`src/rtl/mem_arbiter_pkg.sv`:
```
// Shared CPU memory-side definitions: arbiter FSM states and the latched downstream command.
package cpu_defs;
    localparam int ADDR_W    = 32;
    localparam int DATA_W    = 32;
    localparam int LEN_W_MAX = 8;

    typedef enum logic [1:0] {IDLE, ADDR, WDATA, RDATA} arb_state_t;

    // len is stored zero-extended so one struct serves every LEN_WIDTH up to LEN_W_MAX
    typedef struct packed {
        logic                 we;
        logic [ADDR_W-1:0]    addr;
        logic [LEN_W_MAX-1:0] len;
    } mem_cmd_t;
endpackage

```
`src/rtl/mem_arbiter_if.sv`:
```
// Requester-side and downstream-memory-side buses of the memory arbiter.
interface mem_req_if #(parameter int N_MASTER = 3, parameter int LEN_WIDTH = 4);
    logic [N_MASTER-1:0]                m_req, m_we, m_wvalid;
    logic [N_MASTER-1:0][31:0]          m_addr, m_wdata;
    logic [N_MASTER-1:0][LEN_WIDTH-1:0] m_len;
    logic [N_MASTER-1:0]                m_grant, m_wready, m_rvalid, m_done;
    logic [31:0]                        m_rdata;

    modport master (output m_req, m_we, m_addr, m_len, m_wdata, m_wvalid,
                    input  m_grant, m_wready, m_rvalid, m_done, m_rdata);
    modport slave  (input  m_req, m_we, m_addr, m_len, m_wdata, m_wvalid,
                    output m_grant, m_wready, m_rvalid, m_done, m_rdata);
endinterface

interface mem_bus_if #(parameter int LEN_WIDTH = 4);
    logic                 mem_req, mem_we, mem_ack;
    logic [31:0]          mem_addr, mem_wdata, mem_rdata;
    logic [LEN_WIDTH-1:0] mem_len;
    logic                 mem_wvalid, mem_wready, mem_rvalid, mem_rlast;

    modport master (output mem_req, mem_we, mem_addr, mem_len, mem_wdata, mem_wvalid,
                    input  mem_ack, mem_wready, mem_rdata, mem_rvalid, mem_rlast);
    modport slave  (input  mem_req, mem_we, mem_addr, mem_len, mem_wdata, mem_wvalid,
                    output mem_ack, mem_wready, mem_rdata, mem_rvalid, mem_rlast);
endinterface

```
`src/rtl/mem_arbiter_rr_picker.sv`:
```
// Round-robin picker: ptr names the requester with top priority this round.
module rr_picker #(
    parameter int N     = 3,
    parameter int PTR_W = 2
) (
    input  logic [N-1:0]     req,
    input  logic [PTR_W-1:0] ptr,
    output logic [N-1:0]     gnt
);
    // Walk from lowest to highest priority so the highest-priority hit is written last.
    always_comb begin
        gnt = '0;
        for (int k = N - 1; k >= 0; k--) begin
            if (req[PTR_W'((int'(ptr) + k) % N)]) begin
                gnt = '0;
                gnt[PTR_W'((int'(ptr) + k) % N)] = 1'b1;
            end
        end
    end
endmodule

```
`src/rtl/mem_arbiter.sv`:
```
// Burst arbiter: N requesters share one downstream memory port, one burst at a time.
module mem_arbiter
    import cpu_defs::*;
#(
    parameter int N_MASTER  = 3,
    parameter int LEN_WIDTH = 4
) (
    input  logic       clk,
    input  logic       rst,
    mem_req_if.slave   cpu,
    mem_bus_if.master  mem,
    output logic       len_err
);
    localparam int PTR_W = (N_MASTER > 1) ? $clog2(N_MASTER) : 1;

    arb_state_t           state;
    mem_cmd_t             cmd;
    logic [PTR_W-1:0]     ptr, owner, pick_idx;
    logic [N_MASTER-1:0]  pick, grant_q;
    logic [LEN_WIDTH-1:0] cnt;
    logic                 last_cnt, wbeat, rbeat;

    rr_picker #(.N(N_MASTER), .PTR_W(PTR_W)) u_rr (
        .req (cpu.m_req),
        .ptr (ptr),
        .gnt (pick)
    );

    always_comb begin
        pick_idx = '0;
        for (int i = 0; i < N_MASTER; i++)
            if (pick[i]) pick_idx = PTR_W'(i);
    end

    assign last_cnt = (LEN_W_MAX'(cnt) == cmd.len);
    assign wbeat    = (state == WDATA) && cpu.m_wvalid[owner] && mem.mem_wready;
    assign rbeat    = (state == RDATA) && mem.mem_rvalid;

    always_ff @(posedge clk) begin
        if (rst) begin
            state   <= IDLE;
            cmd     <= '0;
            ptr     <= '0;
            owner   <= '0;
            grant_q <= '0;
            cnt     <= '0;
            len_err <= 1'b0;
        end else begin
            grant_q <= '0;
            case (state)
                IDLE: if (|cpu.m_req) begin
                    owner   <= pick_idx;
                    grant_q <= pick;
                    ptr     <= (pick_idx == PTR_W'(N_MASTER - 1)) ? '0 : pick_idx + 1'b1;
                    cmd     <= '{we:   cpu.m_we[pick_idx],
                                 addr: cpu.m_addr[pick_idx],
                                 len:  LEN_W_MAX'(cpu.m_len[pick_idx])};
                    state   <= ADDR;
                end
                ADDR: if (mem.mem_ack) begin
                    cnt   <= '0;
                    state <= cmd.we ? WDATA : RDATA;
                end
                WDATA: if (wbeat) begin
                    cnt <= cnt + 1'b1;
                    if (last_cnt) state <= IDLE;
                end
                RDATA: if (rbeat) begin
                    // downstream owns burst termination; a length disagreement is only flagged
                    if (mem.mem_rlast != last_cnt) len_err <= 1'b1;
                    if (mem.mem_rlast)  state <= IDLE;
                    else if (!last_cnt) cnt   <= cnt + 1'b1;
                end
                default: state <= IDLE;
            endcase
        end
    end

    always_comb begin
        cpu.m_grant    = grant_q;
        cpu.m_wready   = '0;
        cpu.m_rvalid   = '0;
        cpu.m_done     = '0;
        cpu.m_rdata    = (state == RDATA) ? mem.mem_rdata : '0;
        mem.mem_req    = (state == ADDR);
        mem.mem_we     = (state == ADDR) && cmd.we;
        mem.mem_addr   = (state == ADDR) ? cmd.addr : '0;
        mem.mem_len    = (state == ADDR) ? cmd.len[LEN_WIDTH-1:0] : '0;
        mem.mem_wvalid = (state == WDATA) && cpu.m_wvalid[owner];
        mem.mem_wdata  = (state == WDATA) ? cpu.m_wdata[owner] : '0;
        if (state == WDATA) begin
            cpu.m_wready[owner] = mem.mem_wready;
            cpu.m_done[owner]   = wbeat && last_cnt;
        end
        if (state == RDATA) begin
            cpu.m_rvalid[owner] = mem.mem_rvalid;
            cpu.m_done[owner]   = rbeat && mem.mem_rlast;
        end
    end
endmodule

```
`src/flat_wrapper.sv`:
```
// flat-port wrapper written by rule: the top's interface ports become plain ports
module mem_arbiter_flat import cpu_defs::*;
#(
    parameter int N_MASTER  = 3,
    parameter int LEN_WIDTH = 4
)
  (clk, rst, len_err, cpu_m_req, cpu_m_we, cpu_m_addr, cpu_m_len, cpu_m_wdata, cpu_m_wvalid, cpu_m_grant, cpu_m_wready, cpu_m_rvalid, cpu_m_done, cpu_m_rdata, mem_mem_req, mem_mem_we, mem_mem_addr, mem_mem_len, mem_mem_wdata, mem_mem_wvalid, mem_mem_ack, mem_mem_wready, mem_mem_rdata, mem_mem_rvalid, mem_mem_rlast);
  mem_req_if #(.N_MASTER(N_MASTER), .LEN_WIDTH(LEN_WIDTH)) cpu_i ();
  mem_bus_if #(.LEN_WIDTH(LEN_WIDTH)) mem_i ();
  input  logic clk;
  input  logic rst;
  output logic len_err;
  input wire logic [$bits(cpu_i.m_req)-1:0] cpu_m_req;
  input wire logic [$bits(cpu_i.m_we)-1:0] cpu_m_we;
  input wire logic [$bits(cpu_i.m_addr)-1:0] cpu_m_addr;
  input wire logic [$bits(cpu_i.m_len)-1:0] cpu_m_len;
  input wire logic [$bits(cpu_i.m_wdata)-1:0] cpu_m_wdata;
  input wire logic [$bits(cpu_i.m_wvalid)-1:0] cpu_m_wvalid;
  output wire logic [$bits(cpu_i.m_grant)-1:0] cpu_m_grant;
  output wire logic [$bits(cpu_i.m_wready)-1:0] cpu_m_wready;
  output wire logic [$bits(cpu_i.m_rvalid)-1:0] cpu_m_rvalid;
  output wire logic [$bits(cpu_i.m_done)-1:0] cpu_m_done;
  output wire logic [$bits(cpu_i.m_rdata)-1:0] cpu_m_rdata;
  output wire logic [$bits(mem_i.mem_req)-1:0] mem_mem_req;
  output wire logic [$bits(mem_i.mem_we)-1:0] mem_mem_we;
  output wire logic [$bits(mem_i.mem_addr)-1:0] mem_mem_addr;
  output wire logic [$bits(mem_i.mem_len)-1:0] mem_mem_len;
  output wire logic [$bits(mem_i.mem_wdata)-1:0] mem_mem_wdata;
  output wire logic [$bits(mem_i.mem_wvalid)-1:0] mem_mem_wvalid;
  input wire logic [$bits(mem_i.mem_ack)-1:0] mem_mem_ack;
  input wire logic [$bits(mem_i.mem_wready)-1:0] mem_mem_wready;
  input wire logic [$bits(mem_i.mem_rdata)-1:0] mem_mem_rdata;
  input wire logic [$bits(mem_i.mem_rvalid)-1:0] mem_mem_rvalid;
  input wire logic [$bits(mem_i.mem_rlast)-1:0] mem_mem_rlast;
  assign cpu_i.m_req = cpu_m_req;
  assign cpu_i.m_we = cpu_m_we;
  assign cpu_i.m_addr = cpu_m_addr;
  assign cpu_i.m_len = cpu_m_len;
  assign cpu_i.m_wdata = cpu_m_wdata;
  assign cpu_i.m_wvalid = cpu_m_wvalid;
  assign cpu_m_grant = cpu_i.m_grant;
  assign cpu_m_wready = cpu_i.m_wready;
  assign cpu_m_rvalid = cpu_i.m_rvalid;
  assign cpu_m_done = cpu_i.m_done;
  assign cpu_m_rdata = cpu_i.m_rdata;
  assign mem_mem_req = mem_i.mem_req;
  assign mem_mem_we = mem_i.mem_we;
  assign mem_mem_addr = mem_i.mem_addr;
  assign mem_mem_len = mem_i.mem_len;
  assign mem_mem_wdata = mem_i.mem_wdata;
  assign mem_mem_wvalid = mem_i.mem_wvalid;
  assign mem_i.mem_ack = mem_mem_ack;
  assign mem_i.mem_wready = mem_mem_wready;
  assign mem_i.mem_rdata = mem_mem_rdata;
  assign mem_i.mem_rvalid = mem_mem_rvalid;
  assign mem_i.mem_rlast = mem_mem_rlast;
  mem_arbiter #(.N_MASTER(N_MASTER), .LEN_WIDTH(LEN_WIDTH)) u_core (.clk(clk), .rst(rst), .cpu(cpu_i), .mem(mem_i), .len_err(len_err));
endmodule
```
`config.mk`:
```
export PLATFORM = sky130hd
export DESIGN_NAME = mem_arbiter_flat
export DESIGN_NICKNAME = d
export VERILOG_FILES = /design/src/rtl/mem_arbiter_pkg.sv /design/src/rtl/mem_arbiter_if.sv /design/src/rtl/mem_arbiter_rr_picker.sv /design/src/rtl/mem_arbiter.sv /design/src/flat_wrapper.sv
export SDC_FILE = /design/constraint.sdc
export NUM_CORES = 1
export LEC_CHECK = 0
export BUFFER_PORTS_ARGS = -buffer_cell sky130_fd_sc_hd__clkbuf_2
export CAP_MARGIN = 0
export CORE_ASPECT_RATIO = 0.5
export CORE_MARGIN = 10
export CORE_UTILIZATION = 33
export CTS_CLUSTER_SIZE = 28
export DETAILED_ROUTE_END_ITERATION = 8
export PLACE_DENSITY = 0.74
export SLEW_MARGIN = 20
export SYNTH_ARGS = -nofsm -noshare
export SYNTH_HDL_FRONTEND = slang
export SYNTH_SLANG_ARGS = --single-unit
```
`constraint.sdc`:
```
create_clock -name clk -period 2.8 [get_ports clk]
set_input_delay 0.28 -clock clk [delete_from_list [all_inputs] [get_ports clk]]
set_output_delay 0.28 -clock clk [all_outputs]
set_load 0.05 [all_outputs]
```
* Yosys cells after proc, flatten, opt, wreduce, memory -nomap -nowiden
Cells that the tools add are included.
** Storage, ports and cells
- Logic and storage cells :: 118
- Bits in registers :: 51
- Output and inout port bits :: 116
- Input port bits :: 251
** Operators by class
- Mux-type cells :: 56
- Magnitude comparators :: 9
- Reductions and logical operators :: 18
- Divide/modulo/power cells :: 3
- Equality and inequality tests :: 14
- Add/subtract/negate cells :: 4
- Bitwise logic cells :: 5
** Operators with widths (number)
- $mux 32 :: 5
- $bmux 32 s2 :: 2
- $mod 32x3->32 const B :: 2
- $mod 3x3->32 const B :: 1
- $mux 4 :: 7
- $mux 3 :: 7
- $mux 2 :: 8
- $mux 1 :: 14
- $lt 2x4->1 const B :: 3
- $pmux 4 s3 :: 1
- $reduce_and 6->1 :: 2
- $bmux 1 s2 :: 5
- $logic_and 1x1->1 :: 10
- $ne 2x1->1 const B :: 5
- $and 3x3->3 :: 3
- $bmux 4 s2 :: 1
- $demux 1 s2 :: 4
- $ge 2x1->1 const B :: 4
- $pmux 2 s4 :: 1
- $eq 2x2->1 const B :: 3
- $lt 2x3->1 const B :: 2
- $ne 2x2->1 const B :: 3
- $reduce_or 3->1 :: 2
- $add 4x1->4 const B :: 1
- other kinds (12) :: 13

* Depth between registers and ports, before layout
Gate-level depths: netlist of run 1.
- Depth after elaboration :: 13
- Gate-level depth with buffers :: 12
- Mapped depth without buffers :: 7

* Modules after synthesis
From an unflattened synthesis of run 1, not the netlist that was laid out.
** Second synthesis, totals
- Cells, all modules :: 632
- Area, all modules :: 4246.6 sq um
** Modules (own cells, without submodules)
- mem_arbiter :: times used 1, area each 4025.1 sq um, seq. area each 1001.0 sq um, cells an instance 601
- rr_picker :: times used 1, area each 221.5 sq um, seq. area each 0.0 sq um, cells an instance 31

* Least setup slack after synthesis of run 1
Ideal clock, no wire load.
- Path type :: register to register
- From :: register u_core.owner[0] (netlist name)
- To :: register u_core.cmd[15] (netlist bit)
- Buffers on the path :: 5
- Path slack :: -0.047 ns
- Arrival :: 2.743 ns
- Cell stages (with the launch flop) :: 12
- Required time :: 2.696 ns
- Library setup time :: 0.104 ns
- Clock period less this slack :: 2.847 ns
- Path through :: dfxtp_1 clkbuf_1 buf_1 inv_1 ha_1 clkbuf_1 nor4b_2 o21a_1 nor2_1 buf_2 buf_2 a2111oi_2
** RTL lines
- to (signal assigned) :: RTL line mem_arbiter.sv:55 : cmd <= '{we: cpu.m_we[pick_idx],
- to (decl) :: RTL line mem_arbiter.sv:17 : mem_cmd_t cmd;

==> reports/results.tsv, run 1 <==
metric	value	unit
status	complete, no violations	
synth_cell_types	43	
synth-edff-count	0	
syn_avg_cell_area	7.67	sq um
post-route-period-util	93.7	%
worst_slew_pin_slew	0.699	ns
vdd_ir_drop_max	0.000285	V
cts_max_path_buffers	2	
relSlewSlack	53.4	%
grt_setup_unrepaired	false	
die_h	101	microns
min_path_cells	3	
cts_tree	yes	
finalSetupViolations	0	
core-area	12700	sq um
start_util	33.8	%
drtPass1Iterations	4	
numCtsBuffers	5	
nNetsFinal	1150	
grt-ovfl-total	0	
grt_antenna_before_repair	0	
reg2reg_from	u_core.owner[0]	
grt_max_degree	41	
final_util	52.8	%
cts-root-buf	clkbuf_16	
path_max_fanout	22	
cp-end-kind	register	
drt_iter0_drc	328	
grt_first_pass_wirelength	31.0	mm
power_density	581	nW/um^2
reg2reg_slack	0.18	ns
ios	367	
cap_viol_max_count	0	
gp_congestion	0.880	
synthArstFlopShare	0	%
hold_viol_final	0	
path_clk_slew	0.07	ns
dieArea	18200	sq um
avgViaCountPerCell	5.12	
synthCells	559	
ff2ff_path_depth	8	
vias	5447	
drc_errors	0	
finalClockSkew	0.00357	ns
ys_ff_latch	50	
finalMaxSlewViolations	0	
crit_required	2.99	ns
ys_seq_area_share	23.3	%
cp.arrival	2.81	ns
hold_path_end	u_core.cmd[10]	
diodes	0	
period_needed	2.62	ns
drive_above_1_share	47.8	%
synth_flop_cell	dfxtp_1	
avgRoutedWirePerCell	19.4	microns
tns	0	ns
p_leak	3.46	nW
path_class	register to register	
yosysWarnings	0	
syn_to_final_growth	56.3	%
clock_sinks	50	
min_path_type	input pin to register	
syn_nets	815	
synth_area	4290	sq um
grtUsageTotal	20.5	%
critPathLaunchType	register	
cts_max_level	2	
first_global_vias	5640	
min-delay-start	cpu_m_addr[34]	
rows	29	
io_buffers	366	
routed_wl	20.6	mm
total_power	0.00389	W
r2r-end	u_core.cmd[11]	
clkLatencyLatePin	0.29	ns
hpwl	16.9	mm
hold_buffers	0	
chipWidth	181	microns
fmax	381	MHz
fin_hold_ws	0.270	ns
postRouteAntennaNets	0	
-- metal layers --
metal / routed length (microns) / part of all wire [%] / track usage (%) / vias to the layer above
met1: 7930 / 38 / 22.6 / 2531
met4: 367 / 1.8 / 5.03 / 0
li1: - / - / - / 2672
met2: 11000 / 53 / 39.5 / 220
met3: 1360 / 6.6 / 4.37 / 24
met5: 0 / 0 / 0 / -
-- metrics by stage --
stage          worst slack, ns  cell area, sq um  instances
2_1_floorplan            0.131              4290        559
3_3_place_gp             0.356              6520       1057
3_5_place_dp             0.145              6520       1057
4_1_cts                  0.127              6690       1064
5_1_grt                 0.0125              6700       1064
6_report                 0.178              6700       1064
-- area by class of cell --
class / instances / area, sq um
clock buffers: 6 / 139
clock inverters: 1 / 30.0
fillers: 1199 / 6000
inverters: 6 / 22.5
multi-input cells: 449 / 3060
flip-flops and latches: 50 / 1000
well taps: 170 / 213
repair buffers: 382 / 2230
-- placed cells by master, fill, tap and decap left out, drive strengths merged, types with 3 or more instances in the layout --
cell and instances:
a21oi 49, nor2b 4, and3 40, nand3 4, o21ai 6, mux2i 73
dfxtp 50, xnor2 5, clkbuf 355, o31ai 4, or3 3, ha 5
nor2 109, a2111oi 28, nand2 11, nor3 37, o22ai 9, and2 38
inv 6, buf 33
-- state kept, by name, summed over array words and instances, names as in the netlist --
| name | flops |
|---|---|
| u_core.state | 2 |
| u_core.ptr | 1 |
| u_core.cpu.m_grant | 3 |
| u_core.len_err | 1 |
| u_core.cnt | 4 |
| u_core.cmd | 37 |
| u_core.owner | 2 |
-- report_power, final --
group	total (W)	internal, W	leakage (nW)	switching, W
registers	0.000944	0.000854	0.414	0.0000901
clock network	0.000712	0.000442	0.0829	0.000271
logic	0.00224	0.000862	2.97	0.00137
-- critical path, cell delays in order, from the launching register on --
cell	delay [ns]
dfxtp_2	0.44
inv_1	0.11
ha_1	0.32
mux2_1	0.36
nor4b_2	0.32
o32ai_4	0.12
buf_4	0.28
mux2i_1	0.18
a2111oi_2	0.38
-- cell usage after synthesis, types with 5 or more instances --
cell       instances  area, sq um
nand2_1           11         41.3
o22ai_1            9         56.3
mux2i_1           73          731
nor2_1           109          409
a2111oi_2         27          405
buf_2              6         30.0
dfxtp_1           50         1000
a21oi_1           49          245
xnor2_1            5         43.8
and2_1            38          238
clkbuf_1          40          150
inv_1              6         22.5
o21ai_0            5         25.0
and3_1            40          250
ha_1               5         62.6
nor3_1            37          185
-- worst max path at each step --
stage / cells after the start / to / startpoint
2_1_floorplan: 11 / u_core.cmd[15] / u_core.owner[0]
3_3_place_gp: 8 / u_core.cmd[13] / u_core.owner[0]
3_5_place_dp: 8 / u_core.cmd[39] / u_core.owner[0]
4_1_cts: 8 / u_core.cmd[39] / u_core.owner[0]
5_1_grt: 8 / u_core.cmd[39] / u_core.owner[0]
6_report: 8 / u_core.cmd[11] / u_core.owner[0]
-- kinds of logic after synthesis --
group / count (synthesis) / share of synthesized area, %
AND/OR/NAND/NOR: 255 / 29.5
AO/OA/AOI/OAI: 109 / 21.0
multiplexers: 75 / 17.6
buffers and inverters: 60 / 6.04
flip-flops: 50 / 23.3
XOR/XNOR: 5 / 1.02
adder cells (fa/ha/maj): 5 / 1.46
-- timing repair --
item                                   CTS  global route
setup buffers                            0             0
endpoints found under the hold margin    0             0
gates resized for setup                  0             2
setup endpoints to repair                0             1
Note: power is estimated with default switching activity, not from simulation.
==> inputs of run 2 (changes only) <==
--- a/config.mk
+++ b/config.mk
@@ -7,12 +7,14 @@
 export LEC_CHECK = 0
 export BUFFER_PORTS_ARGS = -buffer_cell sky130_fd_sc_hd__clkbuf_2
 export CAP_MARGIN = 0
+export CELL_PAD_IN_SITES_DETAIL_PLACEMENT = 2
+export CELL_PAD_IN_SITES_GLOBAL_PLACEMENT = 2
 export CORE_ASPECT_RATIO = 0.5
 export CORE_MARGIN = 10
-export CORE_UTILIZATION = 33
+export CORE_UTILIZATION = 17
 export CTS_CLUSTER_SIZE = 28
 export DETAILED_ROUTE_END_ITERATION = 8
-export PLACE_DENSITY = 0.74
+export PLACE_DENSITY_LB_ADDON = 0.1
 export SLEW_MARGIN = 20
 export SYNTH_ARGS = -nofsm -noshare
 export SYNTH_HDL_FRONTEND = slang
==> run 2 against run 1 <==
  * Wire length is 32% higher
  * Critical endpoint is now u_core.cmd[32]
  * Via count is 1.5% higher
  * Global-route usage is 4.5 points lower
  * Critical path depth is 1 lower
  * Worst setup slack better by 0.014 ns
  * Largest cell class unchanged
  * Power is 1.4% higher
  * Flip-flop and latch count stayed put
==> reports/results.tsv, run 2 (synthesized netlist as in run 1, its figures left out) <==
metric	value	unit	change
status	complete, no violations		unchanged
finalSetupViolations	0		unchanged
cp-end-kind	register		unchanged
fmax	383	MHz	was 381 MHz
rows	40		was 29
p_leak	3.53	nW	was 3.46 nW
clkPwrFrac	16.2	%	was 18.3%
nNetsFinal	1152		was 1150
total_power	0.00395	W	was 0.00389 W
cts_tree	yes		unchanged
avgRoutedWirePerCell	22.0	microns	was 19.4 microns
hpwl	22.3	mm	was 16.9 mm
dieArea	32400	sq um	was 18200 sq um
drc_errors	0		unchanged
cap_viol_max_count	0		unchanged
largest_reg_flops	37		unchanged
reg2reg_slack	0.19	ns	was 0.18 ns
grt_antenna_before_repair	3		was 0
start_util	17.6	%	was 33.8%
gp_congestion	0.769		was 0.880
p_seq_share	23.9	%	was 24.2%
path_clk_slew	0.07	ns	about the same
io_buffers	366		unchanged
grt_first_pass_wirelength	40.6	mm	was 31.0 mm
crit_required	2.98	ns	was 2.99 ns
avgViaCountPerCell	4.48		was 5.12
clkLatencyLatePin	0.30	ns	was 0.29 ns
path_class	register to register		unchanged
numCtsBuffers	5		unchanged
core-area	24400	sq um	was 12700 sq um
path_max_fanout	25		was 22
first_global_vias	6132		was 5640
period_needed	2.61	ns	was 2.62 ns
internal_power	0.00213	W	was 0.00216 W
syn_to_final_growth	66.8	%	was 56.3%
die_h	132	microns	was 101 microns
postRouteAntennaNets	0		unchanged
drive_above_1_share	47.9	%	was 47.8%
worst_slew_pin_slew	1.05	ns	was 0.699 ns
clock_sinks	50		unchanged
n_fill_cell	2954		was 1199
drt_iter0_drc	158		was 328
hold_viol_final	0		unchanged
p_sw	0.00181	W	was 0.00174 W
grtUsageTotal	16.0	%	was 20.5%
top_register	u_core.cmd		unchanged
cts-root-buf	clkbuf_16		unchanged
cts_max_level	2		unchanged
cts_max_path_buffers	2		unchanged
grt_setup_unrepaired	false		unchanged
power_density	552	nW/um^2	was 581 nW/um^2
relSlewSlack	29.7	%	was 53.4%
critPathLaunchType	register		unchanged
routed_wl	27.2	mm	was 20.6 mm
post-route-period-util	93.1	%	was 93.7%
layout.cells.most_common_list	clkbuf_2, nor2_1, mux2i_1		unchanged
ios	367		unchanged
p_comb_share	60.0	%	was 57.5%
vdd_ir_drop_max	0.000232	V	was 0.000285 V
diodes	0		unchanged
min_path_type	input pin to register		unchanged
finalMaxSlewViolations	0		unchanged
final_common_cell	clkbuf_2		unchanged
finalClockSkew	0.00526	ns	was 0.00357 ns
grt-ovfl-total	0		unchanged
cts_setup_buffers	0		unchanged
drtPass1Iterations	4		unchanged
p_sw_share	46.0	%	was 44.6%
grt_max_degree	44		was 41
chipWidth	245	microns	was 181 microns
cp.arrival	2.79	ns	was 2.81 ns
vias	5527		was 5447
tns	0	ns	unchanged
==> run 2: changes by cell type in the layout (fill, tap and decap cells not counted), sizes merged <==
cell    change
clkinv      +1
bufinv      -1
clkbuf     -15
buf        +18
==> run 2: layout make-up <==
| type | instances | area [sq um] | area share, % |
|---|---|---|---|
| clock inverters | 1 | 5.00 | 0.0700 |
| repair buffers | 384 | 2500 | 34.9 |
| flip-flops and latches | 50 | 1000 | 14.0 |
| well taps | 336 | 420 | 5.88 |
| inverters | 6 | 22.5 | 0.315 |
| clock buffers | 7 | 143 | 1.99 |
| multi-input cells | 449 | 3060 | 42.8 |
==> run 2: what timing repair did <==
item,CTS,global route
hold buffers,0,0
setup endpoints to repair,0,3
gates resized for setup,0,1
==> run 2: power groups by stage <==
stage / combinational [W] / sequential (W) / clock [W]
after CTS: 0.00242 / 0.000947 / 0.000667
final: 0.00237 / 0.000943 / 0.000638
after floorplan: 0.00162 / 0.000943 / 0
after global routing: 0.00258 / 0.000962 / 0.000700
after detailed placement: 0.00241 / 0.000961 / 0
after global placement: 0.00236 / 0.000956 / 0
==> run 2: per-stage QoR <==
stage	util [%]	hold slack, ns	instances	cell area [sq um]	setup slack (ns)
after floorplan	-	0.437	559	4290	0.131
after global placement	28.7	0.477	1225	7000	0.273
after detailed placement	28.7	0.478	1225	7000	0.181
after global routing	29.3	0.287	1233	7150	0.00499
after CTS	29.3	0.275	1233	7150	0.0880
final	29.3	0.276	1233	7150	0.192
==> run 2: worst max-delay path: stages (launching register included) <==
cell and delay, ns:
dfxtp_2 0.37, inv_1 0.10, ha_1 0.47, nor4b_2 0.10
o21a_1 0.22, nor2_4 0.80, buf_4 0.32, a2111oi_2 0.08
==> run 2: routing by layer <==
layer | GRT usage [%] | vias to the layer above | wire (microns)
met5 | 0 | - | 34
met4 | 2.06 | 6 | 157
li1 | - | 2669 | -
met1 | 19.4 | 2693 | 11900
met2 | 28.7 | 143 | 13700
met3 | 3.60 | 16 | 1410
==> run 2: worst paths after layout <==
path                    from             end  cells past startpoint
max          u_core.owner[0]  u_core.cmd[32]                      7
min           cpu_m_addr[36]  u_core.cmd[12]                      3
max reg2reg  u_core.owner[0]  u_core.cmd[32]                      7
min reg2reg   u_core.len_err  u_core.len_err                      2
==> inputs of run 3 (changes only) <==
--- a/config.mk
+++ b/config.mk
@@ -9,7 +9,7 @@
 export CAP_MARGIN = 0
 export CELL_PAD_IN_SITES_DETAIL_PLACEMENT = 2
 export CELL_PAD_IN_SITES_GLOBAL_PLACEMENT = 2
-export CORE_ASPECT_RATIO = 0.5
+export CORE_ASPECT_RATIO = 1.4
 export CORE_MARGIN = 10
 export CORE_UTILIZATION = 17
 export CTS_CLUSTER_SIZE = 28
==> run 3 against run 2 <==
  * Clock skew is 0.0056 ns higher
  * Register-to-register slack improved by 0.08 ns
  * Clock-buffer cell count decreased by 1
  * Critical path depth rose by 1
  * Clock power grew 32%
  * Worst hold slack got worse by 0.0058 ns
  * Largest cell class unchanged
  * Largest power group unchanged
==> reports/results.tsv, run 3 (synthesized netlist as in run 1, its figures left out) <==
metric	value	unit	change
diodes	0		unchanged
status	complete, no violations		unchanged
path_class	register to register		unchanged
cts_max_path_buffers	2		unchanged
drive_above_1_share	48.2	%	was 47.9%
fmax	395	MHz	was 383 MHz
rows	68		was 40
postLayoutSetupSlackWorst	0.268	ns	was 0.192 ns
clkLatencyLatePin	0.30	ns	about the same
period_needed	2.53	ns	was 2.61 ns
critPathLaunchType	register		unchanged
post-place-ws	0.132	ns	was 0.181 ns
drc_errors	0		unchanged
first_global_vias	6269		was 6132
tns	0	ns	unchanged
grt_max_degree	47		was 44
ios	367		unchanged
core-area	24800	sq um	was 24400 sq um
postRouteAntennaNets	0		unchanged
clock_sinks	50		unchanged
numCtsBuffers	5		unchanged
grt_setup_unrepaired	false		unchanged
drtPass1Iterations	4		unchanged
register_area	1000	sq um	unchanged
start_util	17.3	%	was 17.6%
fin_cells	1211		was 1233
path_clk_slew	0.08	ns	was 0.07 ns
min_path_type	input pin to register		unchanged
vias	5611		was 5527
final_common_cell	clkbuf_2		unchanged
cap_viol_max_count	0		unchanged
cts_max_level	2		unchanged
hpwl	22.3	mm	about the same
hold_buffers	0		unchanged
routed_wl	27.1	mm	was 27.2 mm
syn_to_final_growth	70.8	%	was 66.8%
power_density	581	nW/um^2	was 552 nW/um^2
drt_iter0_drc	137		was 158
grt-ovfl-total	0		unchanged
vdd_ir_drop_max	0.000235	V	was 0.000232 V
chipWidth	154	microns	was 245 microns
gp_congestion	0.914		was 0.769
avgRoutedWirePerCell	22.4	microns	was 22.0 microns
post-route-period-util	90.4	%	was 93.1%
relSlewSlack	45.0	%	was 29.7%
grt_antenna_before_repair	0		was 3
layout.cells.most_common_list	clkbuf_2, nor2_1, mux2i_1		unchanged
hold_viol_final	0		unchanged
cts_tree	yes		unchanged
dieArea	32100	sq um	was 32400 sq um
top_register	u_core.cmd		unchanged
die_h	208	microns	was 132 microns
worst_slew_pin_slew	0.824	ns	was 1.05 ns
p_leak	3.59	nW	was 3.53 nW
nNetsFinal	1151		was 1152
finalSetupViolations	0		unchanged
crit_required	2.98	ns	about the same
cts-root-buf	clkbuf_16		unchanged
finalMaxSlewViolations	0		unchanged
path_max_fanout	16		was 25
io_buffers	366		unchanged
avgViaCountPerCell	4.63		was 4.48
grt_first_pass_wirelength	40.0	mm	was 40.6 mm
n_fill_cell	2914		was 2954
cp.arrival	2.71	ns	was 2.79 ns
grtUsageTotal	15.6	%	was 16.0%
largest_reg_flops	37		unchanged
placed_cells_incl_taps	1201		was 1225
multi_input_area	3060	sq um	about the same
cp-end-kind	register		unchanged
finalClockSkew	0.0109	ns	was 0.00526 ns
run 3: cell count changes in the layout (fill, tap and decap cells not counted), moves of 2 or more:
| cell | previous run | this run |
|---|---|---|
| ha_2 | 0 | 2 |
| bufinv_16 | 0 | 2 |
| clkbuf_2 | 333 | 325 |
| buf_4 | 15 | 12 |
| ha_1 | 5 | 3 |
| buf_12 | 36 | 45 |
run 3: area by class of cell:
class	count	share of cell area [%]
multi-input cells	449	41.8
repair buffers	383	36.1
flip-flops and latches	50	13.7
well taps	315	5.38
clock buffers	6	1.90
clock inverters	2	0.820
inverters	6	0.308
run 3: worst max-delay path, cell delays in order (launching register included):
cell and delay (ns):
dfxtp_2 0.37, inv_1 0.13, ha_2 0.29, mux2_1 0.35, nor4b_2 0.31, o32ai_4 0.21
buf_12 0.21, mux2i_1 0.14, a2111oi_2 0.38
run 3: where the power goes:
part	switching (W)	internal, W	total (W)
clock network	0.000306	0.000538	0.000844
registers	0.0000912	0.000853	0.000944
logic	0.00148	0.000989	0.00247
total	0.00187	0.00238	0.00426
run 3: metal layers:
layer | share of wire (%) | vias up | GRT usage, % | wire length [microns]
met2 | 51 | 248 | 28.4 | 13800
met5 | 0 | - | 0 | 0
met4 | 1.0 | 0 | 2.74 | 272
met3 | 9.5 | 10 | 5.43 | 2570
li1 | - | 2667 | - | -
met1 | 39 | 2686 | 17.2 | 10500
run 3: per-stage QoR:
stage	total power [W]	hold WS (ns)	area (sq um)	util, %
final	0.00426	0.270	7320	29.6
after detailed placement	0.00340	0.468	7080	28.6
after global routing	0.00453	0.280	7320	29.6
after CTS	0.00427	0.260	7280	29.4
after floorplan	0.00257	0.437	4290	-
after global placement	0.00332	0.469	7080	28.6
run 3: final timing paths:
check | startpoint | end | slack [ns] | depth (start not counted)
setup / recovery | u_core.owner[0] | u_core.cmd[15] | 0.27 | 8
hold / removal | cpu_m_addr[34] | u_core.cmd[10] | 0.27 | 3
setup reg to reg | u_core.owner[0] | u_core.cmd[15] | 0.27 | 8
hold reg to reg | u_core.len_err | u_core.len_err | 0.48 | 2
run 3: repair_timing:
action / CTS / global route
buffers inserted: 0 / 1
setup endpoints to repair: 0 / 4
gates resized for setup: 0 / 3
